**config.mk**
```make
export PLATFORM = sky130hd
export DESIGN_NAME = mem_access_unit
export DESIGN_NICKNAME = d
export VERILOG_FILES = /design/src/rtl/mem_access_pkg.sv /design/src/rtl/mem_lane_align.sv /design/src/rtl/mem_access_unit.sv
export SDC_FILE = /design/constraint.sdc
export NUM_CORES = 1
export LEC_CHECK = 0
export CORE_MARGIN = 2
export CORE_UTILIZATION = 50
export DETAILED_ROUTE_END_ITERATION = 10
export DONT_BUFFER_PORTS = 1
export PLACE_DENSITY = 0.73
export SETUP_SLACK_MARGIN = 0.4
export SKIP_LAST_GASP = 1
export SLEW_MARGIN = 20
export SYNTH_ARGS = -nofsm -noshare
export SYNTH_HDL_FRONTEND = slang
export SYNTH_HIERARCHICAL = 1
export SYNTH_SLANG_ARGS = --single-unit
export TNS_END_PERCENT = 100
```
**constraint.sdc**
```tcl
create_clock -name clk -period 6.8 [get_ports clk]
set_input_delay 1.02 -clock clk [delete_from_list [all_inputs] [get_ports clk]]
set_output_delay 1.02 -clock clk [all_outputs]
set_load 0.01 [all_outputs]
```
**src/rtl/mem_access_pkg.sv**
```systemverilog
// mem_access_pkg: shared types and constants for the data memory access unit.
//   state_e        : control FSM states
//   F3_*           : RISC-V load/store size codes (funct3)
//   EXC_*          : response exception codes
//   f3_illegal()   : size code not usable for the given access direction
//   f3_misaligned(): address not naturally aligned for the access size
package mem_access_pkg;

    typedef enum logic [1:0] {
        IDLE  = 2'd0,
        READ  = 2'd1,
        WRITE = 2'd2,
        RESP  = 2'd3
    } state_e;

    localparam logic [2:0] F3_B  = 3'b000;
    localparam logic [2:0] F3_H  = 3'b001;
    localparam logic [2:0] F3_W  = 3'b010;
    localparam logic [2:0] F3_BU = 3'b100;
    localparam logic [2:0] F3_HU = 3'b101;

    localparam logic [1:0] EXC_NONE         = 2'd0;
    localparam logic [1:0] EXC_MISALIGNED   = 2'd1;
    localparam logic [1:0] EXC_ACCESS_FAULT = 2'd2;
    localparam logic [1:0] EXC_ILLEGAL_SIZE = 2'd3;

    // Unsigned variants only make sense for loads.
    function automatic logic f3_illegal(input logic is_store, input logic [2:0] f3);
        logic ill;
        ill = 1'b1;
        case (f3)
            F3_B, F3_H, F3_W: ill = 1'b0;
            F3_BU, F3_HU:     ill = is_store;
            default:          ill = 1'b1;
        endcase
        return ill;
    endfunction

    // Only meaningful once f3_illegal() has been ruled out.
    function automatic logic f3_misaligned(input logic [2:0] f3, input logic [1:0] addr_lo);
        logic mis;
        mis = 1'b0;
        if (f3[1:0] == 2'b01)
            mis = addr_lo[0];
        else if (f3[1:0] == 2'b10)
            mis = (addr_lo != 2'b00);
        return mis;
    endfunction

endpackage

```
**src/rtl/mem_lane_align.sv**
```systemverilog
// mem_lane_align: combinational lane steering for sub-word accesses.
//   word_i    : 32-bit memory word
//   addr_lo_i : byte offset within the word
//   funct3_i  : access size code
//   wdata_i   : right-aligned store data
//   load_o    : selected lane, sign/zero extended (word passes through for W)
//   store_o   : word_i with the addressed lane(s) replaced by wdata_i (wdata_i for W)
module mem_lane_align
    import mem_access_pkg::*;
(
    input  logic [31:0] word_i,
    input  logic [1:0]  addr_lo_i,
    input  logic [2:0]  funct3_i,
    input  logic [31:0] wdata_i,
    output logic [31:0] load_o,
    output logic [31:0] store_o
);

    logic [4:0]  sh_b;
    logic [4:0]  sh_h;
    logic [31:0] word_b;
    logic [31:0] word_h;
    logic [7:0]  lane_b;
    logic [15:0] lane_h;

    // Halfword lane ignores addr[0]; alignment is enforced upstream.
    assign sh_b   = {addr_lo_i, 3'b000};
    assign sh_h   = {addr_lo_i[1], 4'b0000};
    assign word_b = word_i >> sh_b;
    assign word_h = word_i >> sh_h;
    assign lane_b = word_b[7:0];
    assign lane_h = word_h[15:0];

    always_comb begin
        load_o = word_i;
        case (funct3_i)
            F3_B:    load_o = {{24{lane_b[7]}}, lane_b};
            F3_H:    load_o = {{16{lane_h[15]}}, lane_h};
            F3_BU:   load_o = {24'b0, lane_b};
            F3_HU:   load_o = {16'b0, lane_h};
            default: load_o = word_i;
        endcase
    end

    always_comb begin
        store_o = wdata_i;
        case (funct3_i[1:0])
            2'b00:   store_o = (word_i & ~(32'h0000_00FF << sh_b)) | ({24'b0, wdata_i[7:0]}  << sh_b);
            2'b01:   store_o = (word_i & ~(32'h0000_FFFF << sh_h)) | ({16'b0, wdata_i[15:0]} << sh_h);
            default: store_o = wdata_i;
        endcase
    end

endmodule

```
**src/rtl/mem_access_unit.sv**
```systemverilog
// mem_access_unit: single-outstanding load/store initiator for a 32-bit data memory.
//   req_*    : request from execute (valid/ready), size code, address, store data
//   resp_*   : response to the core (valid/ready), extended load data, exception code
//   mem_read_*  : combinational read port (address out, data/fault in)
//   mem_write_* : registered write port (strobe/address/data out, fault in)
// Sub-word stores go READ -> WRITE (read-modify-write); word stores skip READ.
module mem_access_unit
    import mem_access_pkg::*;
#(
    parameter int ADDR_WIDTH = 32,
    parameter int DATA_WIDTH = 32
) (
    input  logic                  clk,
    input  logic                  reset,
    input  logic                  req_valid,
    output logic                  req_ready,
    input  logic                  req_is_store,
    input  logic [2:0]            req_funct3,
    input  logic [ADDR_WIDTH-1:0] req_addr,
    input  logic [DATA_WIDTH-1:0] req_wdata,
    output logic                  resp_valid,
    input  logic                  resp_ready,
    output logic [DATA_WIDTH-1:0] resp_rdata,
    output logic [1:0]            resp_exception,
    output logic [ADDR_WIDTH-1:0] mem_read_address,
    input  logic [DATA_WIDTH-1:0] mem_read_data,
    input  logic                  mem_read_exception,
    output logic                  mem_write_enable,
    output logic [ADDR_WIDTH-1:0] mem_write_address,
    output logic [DATA_WIDTH-1:0] mem_write_data,
    input  logic                  mem_write_exception
);

    state_e                  state_q, state_d;
    logic                    is_store_q, is_store_d;
    logic [2:0]              f3_q, f3_d;
    logic [ADDR_WIDTH-1:0]   addr_q, addr_d;
    logic [DATA_WIDTH-1:0]   wdata_q, wdata_d;
    logic [DATA_WIDTH-1:0]   word_q, word_d;
    logic [DATA_WIDTH-1:0]   rdata_q, rdata_d;
    logic [1:0]              exc_q, exc_d;

    logic [ADDR_WIDTH-1:0]   word_addr;
    logic [DATA_WIDTH-1:0]   align_word;
    logic [DATA_WIDTH-1:0]   load_val;
    logic [DATA_WIDTH-1:0]   store_val;

    assign word_addr = {addr_q[ADDR_WIDTH-1:2], 2'b00};

    // In READ the aligner sees the live read data so loads respond without
    // waiting for word_q; in WRITE it merges against the captured word.
    assign align_word = (state_q == READ) ? mem_read_data : word_q;

    mem_lane_align u_align (
        .word_i    (align_word),
        .addr_lo_i (addr_q[1:0]),
        .funct3_i  (f3_q),
        .wdata_i   (wdata_q),
        .load_o    (load_val),
        .store_o   (store_val)
    );

    assign resp_rdata     = rdata_q;
    assign resp_exception = exc_q;

    always_comb begin
        state_d           = state_q;
        is_store_d        = is_store_q;
        f3_d              = f3_q;
        addr_d            = addr_q;
        wdata_d           = wdata_q;
        word_d            = word_q;
        rdata_d           = rdata_q;
        exc_d             = exc_q;
        req_ready         = 1'b0;
        resp_valid        = 1'b0;
        mem_read_address  = '0;
        mem_write_address = '0;
        mem_write_data    = '0;
        mem_write_enable  = 1'b0;

        case (state_q)
            IDLE: begin
                req_ready = 1'b1;
                if (req_valid) begin
                    is_store_d = req_is_store;
                    f3_d       = req_funct3;
                    addr_d     = req_addr;
                    wdata_d    = req_wdata;
                    rdata_d    = '0;
                    exc_d      = EXC_NONE;
                    if (f3_illegal(req_is_store, req_funct3)) begin
                        exc_d   = EXC_ILLEGAL_SIZE;
                        state_d = RESP;
                    end else if (f3_misaligned(req_funct3, req_addr[1:0])) begin
                        exc_d   = EXC_MISALIGNED;
                        state_d = RESP;
                    end else if (!req_is_store || req_funct3 != F3_W) begin
                        state_d = READ;
                    end else begin
                        state_d = WRITE;
                    end
                end
            end

            READ: begin
                mem_read_address = word_addr;
                if (mem_read_exception) begin
                    exc_d   = EXC_ACCESS_FAULT;
                    state_d = RESP;
                end else begin
                    word_d = mem_read_data;
                    if (!is_store_q) begin
                        rdata_d = load_val;
                        state_d = RESP;
                    end else begin
                        state_d = WRITE;
                    end
                end
            end

            WRITE: begin
                mem_write_address = word_addr;
                mem_write_data    = store_val;
                // Gated combinationally so a fault or reset in this cycle never
                // reaches the memory's write edge.
                mem_write_enable  = !mem_write_exception && !reset;
                exc_d             = mem_write_exception ? EXC_ACCESS_FAULT : EXC_NONE;
                state_d           = RESP;
            end

            RESP: begin
                resp_valid = 1'b1;
                if (resp_ready)
                    state_d = IDLE;
            end

            default: state_d = IDLE;
        endcase
    end

    always_ff @(posedge clk) begin
        if (reset) begin
            state_q    <= IDLE;
            is_store_q <= 1'b0;
            f3_q       <= '0;
            addr_q     <= '0;
            wdata_q    <= '0;
            word_q     <= '0;
            rdata_q    <= '0;
            exc_q      <= EXC_NONE;
        end else begin
            state_q    <= state_d;
            is_store_q <= is_store_d;
            f3_q       <= f3_d;
            addr_q     <= addr_d;
            wdata_q    <= wdata_d;
            word_q     <= word_d;
            rdata_q    <= rdata_d;
            exc_q      <= exc_d;
        end
    end

endmodule

```
; Word level (Yosys, flattened, before mapping)
; Cells that the tools add are included.
[classes]
eq_ne = 19
n_shift = 6
mux = 35
bitwise_logic = 7
reduce_logical = 19
[op_table]
columns = op, count
row1 = 32-bit 2-to-1 mux, 7
row2 = 32-bit case mux with 2 select lines, 2
row3 = 32-bit case mux with 4 select lines, 1
row4 = 32-bit AND, 2
row5 = 32-bit NOT, 2
row6 = 32-bit OR, 2
row7 = 16-bit by 5-bit << shifter with 32-bit output, 1
row8 = 16-bit by 5-bit << shifter with 32-bit output (first input constant), 1
row9 = 8-bit by 5-bit << shifter with 32-bit output, 1
row10 = 8-bit by 5-bit << shifter with 32-bit output (first input constant), 1
row11 = 32-bit by 5-bit >> shifter with 16-bit output, 1
row12 = 32-bit by 5-bit >> shifter with 8-bit output, 1
row13 = 2-bit 2-to-1 mux, 9
row14 = 1-bit 2-to-1 mux, 13
row15 = 3-bit == test (second input constant), 4
row16 = 2-bit != test (second input constant), 5
row17 = 2-bit case mux with 4 select lines, 1
row18 = 2-bit by 1-bit == test with 1-bit output (second input constant), 3
row19 = 2-bit == test (second input constant), 3
row20 = 3-bit by 1-bit == test with 1-bit output (second input constant), 2
row21 = 3-bit logical NOT, 2
row22 = 2-bit case mux with 3 select lines, 1
row23 = 2-bit AND reduction, 3
row24 = 2-bit logical NOT, 2
row25 = 13 further kinds, 16
[totals]
register_bits = 136
wordCells = 94

; Depth between registers and ports, before layout
; Gate-level depths: netlist of the first run.
[depth]
word_depth = 12
ltp_mapped = 12
depth_no_buf = 9

; Hierarchy
; Netlist of the first run, hierarchy kept.
[by_module_without_submodules]
columns = module, n_inst, cells_per_inst, area_each_um2
row1 = mem_access_unit, 1, 770, 6005.8
row2 = mem_lane_align, 1, 225, 1438.9

; Worst setup path before layout of the first run
; OpenSTA, ideal clock, no wires.
[synth_timing]
path_kind = reg2out
startpoint = reg state_q[1]
endpoint = out mem_write_data[25]
t_arrival_ps = 2024
t_required_ps = 5780
slack_ps = 3756
path_stages_with_launch = 10
path_buffers = 2
path_cell_list = dfxtp_1 > inv_1 > ha_1 > buf_6 > clkbuf_1 > mux2_2 > a221oi_1 > o21ai_0 > o21a_1 > and2_1
[synth_via]
elab_chain_cells = 6
[synth_lines]
columns = element, line
row1 = "start, declared", mem_access_unit.sv:34  ; state_e state_q, state_d;
row2 = "start signal, assigned", mem_access_unit.sv:153  ; state_q <= state_d;
row3 = 2-bit by 1-bit == test with 1-bit output *, mem_access_unit.sv:52  ; assign align_word = (state_q == READ) ? mem_read_data : word_q;
row4 = 32-bit 2-to-1 mux *, mem_access_unit.sv:52
row5 = named net align_word[25], mem_access_unit.sv:44  ; logic [DATA_WIDTH-1:0] align_word;
row6 = 32-bit AND (on tied branches), "mem_lane_align.sv:49, mem_lane_align.sv:48"
row7 = 32-bit OR (on tied branches), "mem_lane_align.sv:49, mem_lane_align.sv:48"
row8 = 32-bit case mux with 2 select lines *, mem_lane_align.sv:47  ; case (funct3_i[1:0])
row9 = named net store_val[25], mem_access_unit.sv:46  ; logic [DATA_WIDTH-1:0] store_val;
row10 = 32-bit 2-to-1 mux *, mem_access_unit.sv:82  ; case (state_q)
row11 = "end, declared", mem_access_unit.sv:30  ; output logic [DATA_WIDTH-1:0] mem_write_data,
; Mark *: on every way through the listed nets, which the timed path passes. The rest lies on a longest branch.

; Worst setup path in the final report of the first run
; Same ends and word-level chain as after synthesis.

==> results of run 1 <==
-- cell families after synthesis --
logic type,share of synthesized area [%]
adders and majority gates,0.840
buffers and inverters,6.47
AOI/OAI and AO/OA,18.2
DFF,36.6
muxes,8.47
other,0.0504
and+or+nand+nor,29.4
-- tightest hold or removal path, cell delays in order (launching register included) --
cell     delay (ns)
dfxtp_1        0.30
nand2_1        0.05
a21oi_1        0.05
-- cells in the final DEF, fill, tap and decap left out, types with 2 or more instances in the layout --
cell type   netlist  routed
nand2_1         283     282
a21oi_1         147     147
dfxtp_1         136     135
and2_1           95      94
mux2_2           44      44
nand4_1          34      34
o21ai_0          27      27
clkbuf_16         0      17
inv_1            14      14
nor2_1           15      14
mux2i_1          12      12
nand2_2          10      11
nor2b_1          11      10
a22oi_1           9       9
a221oi_1          8       8
a222oi_1          8       8
nand2b_1          7       7
buf_4            11       7
a22o_1            7       7
o21a_1            7       7
clkinv_2          0       6
conb_1            1       4
clkinv_4          0       4
ha_1              5       3
nor2_4            1       2
nor4_1            2       2
clkbuf_1         53       2
clkinvlp_4        0       2
o22ai_1           2       2
-- final timing paths --
kind                         to  slack [ns]  depth (start not counted)
max          mem_write_data[25]        2.64                          7
min                  word_q[23]        0.45                          2
max reg2reg      resp_rdata[19]        3.45                          9
min reg2reg          word_q[23]        0.45                          2
-- state kept, by name (all words and copies together) (netlist names) --
name and flops:
resp_exception 2, state_q 2, addr_q 32, wdata_q 32, is_store_q 1, f3_q 3
resp_rdata 32, word_q 32
-- through the flow --
step	setup slack [ns]	cells	area [µm²]
after floorplan	3.76	998	7460
after global placement	3.22	1099	7340
after detailed placement	3.15	1099	7340
after CTS	2.69	1131	7870
after global routing	2.50	1131	7870
final	2.64	1131	7870
-- cell type report --
class | count | area, µm²
clock buffer | 20 | 447
multi-input combinational | 757 | 4280
fill | 1417 | 6660
clock inverter | 12 | 80.1
sequential | 136 | 2720
tap | 184 | 230
inverter | 15 | 56.3
timing repair buffer | 7 | 52.6
-- where the power goes --
| part | switching [mW] | internal (mW) |
|---|---|---|
| sequential | 0.122 | 0.920 |
| combinational | 0.861 | 0.457 |
| clock | 0.347 | 0.472 |
-- metal layers --
| metal | global-route usage [%] | vias to the layer above | share of wire, % |
|---|---|---|---|
| li1 | - | 3224 | - |
| met1 | 34.2 | 3076 | 40 |
| met2 | 46.9 | 302 | 49 |
| met3 | 7.86 | 48 | 7.6 |
| met5 | 0 | - | 0 |
| met4 | 13.2 | 0 | 4.1 |
==> PnR_summary.wiki, run 1 <==
{| class="wikitable"
! Metric !! Value
|-
| Critical-path cell list || inv_1, ha_4, mux2_2, a221oi_1, o21ai_0, o21a_1, and2_1
|-
| Worst hold slack || 0.451 ns
|-
| Final weighted congestion in routability-driven placement || approximately 1.0
|-
| Clock tree from TritonCTS || built
|-
| GRT Total Usage || between 20% and 30%
|-
| Number of levels in the clock H-tree || 4
|-
| Maximum operating frequency || 240 MHz
|-
| Router iterations before antenna repair || 9
|-
| Port-buffer cells || 0
|-
| Number of different library cells in the post-synthesis netlist || between 40 and 50
|-
| Measured slew at the worst slew-check pin || approximately 1.1 ns
|-
| Total number of vias || approximately 6.7k
|-
| Detail-routed net length per standard cell || roughly 20 µm
|-
| Ratio of cells with drive above 1 in the final layout || a little under an eighth
|-
| Required arrival time at the worst endpoint || between 5 and 6 ns
|-
| Chip Width || between 100 and 150 µm
|-
| Die extent in y || approximately 130 µm
|-
| Reported leakage power || 2.90 nW
|-
| Wire length of the first global-routing pass || 34900 µm
|-
| Core Region || 0.0145 mm²
|-
| Share of synthesized registers carrying an async set or reset || 0%
|-
| Max-slew violations || 0
|-
| Launch point of the worst reg-to-reg path || state_q[1]
|-
| RSZ-0062 raised after global routing || false
|-
| Synthesis warning total || 6
|-
| Final period utilization || 61.2%
|-
| Clock root buffer || clkbuf_16
|-
| Number of CTS-inserted buffers || 17
|-
| Number of synthesized flops with an enable pin || 0
|-
| Final hold violation count || 0
|-
| Count of maximum capacitance violations || 0
|-
| IO Count || between 200 and 250
|-
| Most repeated cell in the gate-level netlist after synthesis || nand2_1
|-
| Power density over cell area || a little over 400 mW/mm²
|-
| Combined buffer and inverter count along the critical path || 1
|-
| Antenna violations before repair || 0
|-
| Run status || completed
|-
| Class of the worst hold path || reg2reg
|-
| Mean instance size in the synthesized netlist || around 7.5 µm²
|-
| Data arrival time of the critical path || ~3.1 ns
|-
| Total wirelength of the detailed-routed design || ~23000 µm
|-
| Family with the most delay on the worst path || adder cells
|-
| Setup Total Neg Slack || 0 ns
|-
| Initial drt markers || between 700 and 800
|-
| Ranking of synthesized cells by instance count || nand2_1 (283), a21oi_1 (147), dfxtp_1 (136), and2_1 (95), clkbuf_1 (53)
|-
| Slew Limit Headroom || about 26%
|-
| Vias in the first global route || ~6.2k
|-
| DRC viols || 0
|-
| Hold-fix buffer count after cts || 0
|-
| Hold path start || word_q[23]
|-
| Biggest fanout along the worst timing path || 100
|-
| HPWL after detailed placement || about 16000 µm
|-
| Crit end category || primary output
|-
| Mapped cell area || 0.00744 mm²
|-
| Post-CTS setup-driven buffer insertion count || 0
|-
| Worst setup path class || reg2out
|-
| Crit start category || flop
|-
| Clock period minus final worst setup slack || 4.16 ns
|-
| Clock sink count || 136
|-
| Starting density of the core || approximately 51%
|-
| Peak supply drop || around 310 µV
|-
| Share of the synthesized area in the top cell type || between 30% and 40%
|-
| Post-synth top area cell || dfxtp_1
|-
| Latest clock arrival within the worst-skew pair || 0.42 ns
|-
| Diodes inserted || 0
|-
| Maximum root-to-sink buffer count || 2
|-
| Post-synthesis sequential element count || between 100 and 150
|-
| Die outline area || about 0.016 mm²
|-
| Worst setup path startpoint || state_q[1]
|-
| Final #Nets || about 1.0k
|-
| Fin util || between 50% and 60%
|-
| Final ANT Viol Nets || 0
|-
| Pin count of the biggest net entering global routing || ~140
|-
| Routed vias/inst || around 6
|-
| Main flop type after synthesis || dfxtp_1
|-
| Leading cell types by total area after synthesis || dfxtp_1 (37%), nand2_1 (14%), a21oi_1 (9.9%)
|-
| Final number of setup-violating endpoints || 0
|-
| Cell with the biggest individual delay on the critical path || ha_4
|-
| Clock-pin slew reported for the worst setup and hold paths after clock tree synthesis || 0.06 ns
|-
| Number of standard cells after synthesis || between 900 and 1k
|-
| PostCTS Resize Cnt || 0
|-
| Cell Rows || 44
|-
| Total power consumption of the routed design || about 3.2 mW
|-
| Highest cell delay on the worst timing path || ~0.8 ns
|-
| Maximum clock skew at final layout || between 0.01 and 0.015 ns
|-
| Leftover overflow at the end of global routing || 0
|-
| Share of synthesized area occupied by flip-flops and latches || 36.6%
|-
| Area Growth Syn to Fin || 5.71%
|}
(Power assumes the default switching activity.)
==> run 2: changes to the inputs <==
PLACE_DENSITY = 0.76   (was 0.73)
clock period = 3.4 ns   (was 6.8 ns; I/O delays follow)
==> PnR_summary.wiki, run 2 (same netlist as run 1, synthesis figures left out) <==
{| class="wikitable"
! Metric !! Value
|-
| Total number of vias || 6958
|-
| Maximum operating frequency || 339 MHz
|-
| Ratio of cells with drive above 1 in the final layout || around 14%
|-
| Most frequent cells in the layout || nand2_1 (282), a21oi_1 (147), dfxtp_1 (134)
|-
| Port-buffer cells || 0
|-
| Hold Crit Endpoint || addr_q[30]
|-
| Max-slew violations || 0
|-
| Global-route track usage on met3 || under 10%
|-
| Run status || completed
|-
| Final period utilization || between 80 and 90%
|-
| Met1 track demand over resource in global routing || between 30% and 40%
|-
| Antenna violations before repair || 0
|-
| Count of maximum capacitance violations || 0
|-
| Die outline area || 0.0159 mm²
|-
| Diodes inserted || 0
|-
| Final ANT Viol Nets || 0
|-
| Area taken by multi-input logic gates || 0.00429 mm²
|-
| DRC viols || 0
|-
| Reported leakage power || a little over 3 nW
|-
| Biggest fanout along the worst timing path || 6
|-
| Fin util || between 50% and 60%
|-
| Final number of setup-violating endpoints || 0
|-
| Final #Nets || 1058
|-
| Power density over cell area || about 840 mW/mm²
|-
| Wire length of the first global-routing pass || between 30000 and 40000 µm
|-
| Clock period minus final worst setup slack || approximately 3 ns
|-
| Clock tree from TritonCTS || built
|-
| Worst hold slack || about 0.15 ns
|-
| Final hold violation count || 0
|-
| Cell Rows || 44
|-
| FF/Latch Area || between 0.002 and 0.003 mm²
|-
| Slew Limit Headroom || about 57%
|-
| Final weighted congestion in routability-driven placement || around 0.95
|-
| HPWL after detailed placement || 16400 µm
|-
| Hold path start || reset
|-
| Clock-pin slew reported for the worst setup and hold paths after clock tree synthesis || roughly 0.06 ns
|-
| Number of levels in the clock H-tree || 4
|-
| Area Growth Syn to Fin || 9.23%
|-
| Core Region || around 0.015 mm²
|-
| IO Count || 239
|-
| Reg2reg setup slack || between 0.7 and 0.8 ns
|-
| Peak supply drop || between 500 and 600 µV
|-
| Number of CTS-inserted buffers || 17
|-
| Starting density of the core || 51.2%
|-
| Detail-routed net length per standard cell || slightly above 20 µm
|-
| Setup Total Neg Slack || 0 ns
|-
| Pin count of the biggest net entering global routing || ~140
|-
| Vias in the first global route || about 6.4k
|-
| Maximum clock skew at final layout || approximately 0.0087 ns
|-
| Crit start category || flop
|-
| Class of the worst hold path || in2reg
|-
| Clock root buffer || clkbuf_16
|-
| Initial drt markers || 750
|-
| Cells on Worst Hold Path || 1
|-
| FILL cells || between 1k and 1.5k
|-
| Required arrival time at the worst endpoint || roughly 2.9 ns
|-
| Die extent in y || between 100 and 150 µm
|-
| GRT Total Usage || 28.7%
|-
| Clock sink count || around 140
|-
| Total wirelength of the detailed-routed design || 23400 µm
|-
| Most common cell after layout, fill and taps aside || nand2_1
|-
| Layer with the highest usage || met2
|-
| Leftover overflow at the end of global routing || 0
|-
| Measured slew at the worst slew-check pin || between 0.6 and 0.7 ns
|-
| RSZ-0062 raised after global routing || true
|-
| Crit end category || primary output
|-
| Router iterations before antenna repair || 8
|-
| Routed vias/inst || just over 6
|-
| Worst setup path startpoint || state_q[1]
|-
| Maximum root-to-sink buffer count || 2
|-
| Endpoint of the most critical register-to-register path || resp_rdata[21]
|-
| Launch point of the worst reg-to-reg path || state_q[1]
|-
| Worst setup path class || reg2out
|-
| Chip Width || between 100 and 150 µm
|-
| Depth of the worst register-to-register path || 10
|-
| GR Layer Usage met2 || approximately half
|-
| Latest clock arrival within the worst-skew pair || around 0.43 ns
|-
| Data arrival time of the critical path || between 2 and 2.5 ns
|}
## run 2: cell types whose count changed in the layout (fill, tap and decap cells not counted), sizes merged
| cell | previous run | this run |
|---|---|---|
| buf | 7 | 20 |
| clkinvlp | 2 | 3 |
| clkinv | 10 | 3 |
| bufinv | 0 | 3 |
| inv | 15 | 16 |
| clkbuf | 20 | 22 |
## run 2: worst max-delay path by stage
stage / to / slack (ns) / cells past startpoint
CTS: mem_write_data[28] / 0.39 / 8
floorplan: mem_write_data[25] / 0.87 / 9
global route: mem_write_data[31] / 0.34 / 8
global placement: mem_write_data[28] / 0.70 / 7
finish: mem_write_data[26] / 0.45 / 8
detailed placement: mem_write_data[28] / 0.65 / 7
## run 2: report_power, final
part,internal [mW],switching (mW)
Combinational,1.03,1.80
Sequential,1.84,0.244
Clock,1.25,0.701
Total,4.12,2.74
## run 2: metal layers
metal  wire [µm]  vias to the layer above
met4        1320                        0
li1            -                     3255
met5           0                        -
met3        2070                       87
met2       11300                      427
met1        8730                     3189
## run 2: through the flow
step	cell area, µm²	setup WS, ns	power [mW]	std cells
floorplan	7460	0.866	4.14	998
global placement	7440	0.699	4.76	1108
detailed placement	7440	0.649	4.79	1108
CTS	8110	0.387	6.79	1144
global route	8130	0.340	7.20	1144
finish	8130	0.447	6.86	1144
## run 2: area by class of cell
| type | count | share of cell area, % |
|---|---|---|
| clock buffer | 22 | 6.08 |
| clock inverter | 10 | 1.72 |
| inverter | 15 | 0.692 |
| multi-input combinational | 757 | 52.7 |
| sequential | 136 | 33.5 |
| tap | 184 | 2.83 |
| timing repair buffer | 20 | 2.40 |
## run 2: worst max-delay path: stages, from the launching register on
cell,delay (ns)
dfxtp_1,0.36
inv_2,0.10
ha_4,0.21
buf_4,0.18
mux2_2,0.38
o22ai_1,0.16
a21oi_1,0.14
mux2_2,0.29
and2_1,0.19
## run 2: repair_timing
action                     CTS  global route
gates resized for setup      1            11
hold buffers                 0             0
setup buffers                4             0
setup endpoints to repair   12            16
==> run 3: changes to the inputs <==
clock period = 2.5 ns   (was 3.4 ns; I/O delays follow)
==> PnR_summary.wiki, run 3 (same netlist as run 1, synthesis figures left out) <==
{| class="wikitable"
! Metric !! Value
|-
| Depth of the worst register-to-register path || 14
|-
| Cell area after placement || 0.00756 mm²
|-
| Latest clock arrival within the worst-skew pair || about 0.44 ns
|-
| Clock-pin slew reported for the worst setup and hold paths after clock tree synthesis || ~0.060 ns
|-
| Switching Share || around two fifths
|-
| Final weighted congestion in routability-driven placement || approximately 0.95
|-
| Cells on Worst Hold Path || 1
|-
| Worst setup path class || reg2out
|-
| Chip Width || around 130 µm
|-
| Clock sink count || 136
|-
| Measured slew at the worst slew-check pin || roughly 0.56 ns
|-
| Final #Nets || 1121
|-
| Initial drt markers || roughly 740
|-
| Run status || finished with violations
|-
| Cell Rows || 44
|-
| Required arrival time at the worst endpoint || 2.12 ns
|-
| Wire length of the first global-routing pass || 37000 µm
|-
| Final ANT Viol Nets || 0
|-
| Total number of vias || between 7k and 8k
|-
| Diodes inserted || 0
|-
| Core Region || roughly 0.015 mm²
|-
| Antenna violations before repair || 0
|-
| Leftover overflow at the end of global routing || 0
|-
| Die outline area || 0.0159 mm²
|-
| DRC viols || 0
|-
| Combinational share of power || 49.8%
|-
| Net switching power figure || between 4 and 5 mW
|-
| Reported leakage power || 3.53 nW
|-
| Data arrival time of the critical path || roughly 2.4 ns
|-
| Routed vias/inst || around 6.1
|-
| Max-slew violations || 0
|-
| Port-buffer cells || 0
|-
| Starting density of the core || roughly half
|-
| Post-layout instance area || approximately 0.0092 mm²
|-
| Area Growth Syn to Fin || 23.2%
|-
| RSZ-0062 raised after global routing || true
|-
| Setup WS post-layout || -0.224 ns
|-
| Count of maximum capacitance violations || 0
|-
| Detail-routed net length per standard cell || 21.1 µm
|-
| Proportion of power drawn by the clock network || 23.5%
|-
| Biggest fanout along the worst timing path || 8
|-
| FILL cells || roughly 1.2k
|-
| Clock root buffer || clkbuf_16
|-
| Clock period minus final worst setup slack || 2.72 ns
|-
| GRT Total Usage || between 20% and 30%
|-
| Total wirelength of the detailed-routed design || 25500 µm
|-
| Flop pwr share || 26.7%
|-
| Setup Total Neg Slack || -3.79 ns
|-
| Pin count of the biggest net entering global routing || about 140
|-
| Clock tree from TritonCTS || built
|-
| Final hold violation count || 0
|-
| Maximum clock skew at final layout || 0.0178 ns
|-
| IO Count || 239
|-
| Router iterations before antenna repair || 7
|-
| Power density over cell area || approximately 1200 mW/mm²
|-
| Number of levels in the clock H-tree || 4
|-
| Number of CTS-inserted buffers || 17
|-
| Crit start category || flop
|-
| Maximum operating frequency || 367 MHz
|-
| Crit end category || primary output
|-
| Slew Limit Headroom || a little over three fifths
|-
| Most frequent cells in the layout || nand2_1 (280), a21oi_1 (142), dfxtp_1 (132)
|-
| P_int || 6.38 mW
|-
| Final number of setup-violating endpoints || between 50 and 60
|-
| HPWL after detailed placement || between 15000 and 20000 µm
|-
| Peak supply drop || about 660 µV
|-
| Class of the worst hold path || in2reg
|-
| Most common cell after layout, fill and taps aside || nand2_1
|-
| Failing checks || negative setup slack
|-
| Final period utilization || 109%
|-
| Maximum root-to-sink buffer count || 2
|-
| Vias in the first global route || approximately 6.7k
|-
| Die extent in y || 126 µm
|-
| Ratio of cells with drive above 1 in the final layout || between 20% and 30%
|}
-- run 3: cell types whose count changed in the layout (fill, tap and decap cells not counted), moves of 7 or more --
cell	change
mux2_4	+32
mux2i_1	-11
and2_4	+26
buf_6	+17
buf_4	+37
o21ai_1	+9
mux2i_4	+7
mux2_2	-32
o21ai_0	-16
and2_1	-26
o21ai_2	+7
-- run 3: metrics by stage --
step / total power, mW / instances / worst slack (ns) / hold slack [ns] / utilization (%)
4_1_cts: 10.0 / 1188 / -0.155 / 0.00320 / 60.4
6_report: 10.7 / 1207 / -0.224 / 0.0348 / 63.1
3_3_place_gp: 6.61 / 1116 / 0.0874 / 0.434 / 52.0
3_5_place_dp: 6.67 / 1116 / 0.0709 / 0.441 / 52.0
5_1_grt: 11.1 / 1207 / -0.247 / 0.0135 / 63.1
2_1_floorplan: 5.84 / 998 / 0.268 / 0.434 / -
-- run 3: critical path: stages (launching register included) --
cell,delay [ns]
dfxtp_4,0.35
inv_4,0.06
ha_4,0.23
buf_4,0.17
mux2_2,0.37
a222oi_1,0.42
inv_1,0.10
and2_1,0.21
-- run 3: layer usage --
| metal | up-vias | global-route usage (%) | wire length, µm |
|---|---|---|---|
| met5 | - | 0 | 0 |
| met4 | 0 | 19.8 | 1980 |
| met3 | 140 | 9.01 | 2380 |
| met2 | 449 | 48.8 | 11900 |
| met1 | 3434 | 33.8 | 9230 |
| li1 | 3376 | - | - |
-- run 3: path summary, 6_finish.rpt --
check                                 start            endpoint  slack [ns]
worst max-delay path             state_q[1]  mem_write_data[10]       -0.22
worst min-delay path                  reset          wdata_q[3]        0.03
worst max register to register   state_q[1]      resp_rdata[28]       -0.11
worst min register to register  wdata_q[22]         wdata_q[22]        0.45
-- run 3: timing repair --
item                                    in CTS  in global routing
endpoints found under the setup margin     120                131
resized for setup                           87                 66
gates cloned                                 1                  0
pin swaps                                   24                 33
hold buffers                                 0                  2
setup buffers                               39                 17
hold endpoints to repair                     0                  4
-- run 3: power groups by stage --
stage | Sequential (mW) | Combinational (mW) | Clock (mW)
after floorplan | 2.74 | 3.10 | 0
after global placement | 2.84 | 3.76 | 0
final | 2.85 | 5.30 | 2.50
after global routing | 2.88 | 5.61 | 2.62
after detailed placement | 2.85 | 3.82 | 0
after CTS | 2.82 | 4.67 | 2.52
-- run 3: cell type report --
class,count,area [µm²],area share [%]
clock buffer,18,439,4.79
clock inverter,14,151,1.65
inverter,15,58.8,0.641
multi-input combinational,757,4730,51.6
sequential,136,2730,29.8
tap,184,230,2.51
timing repair buffer,83,822,8.97
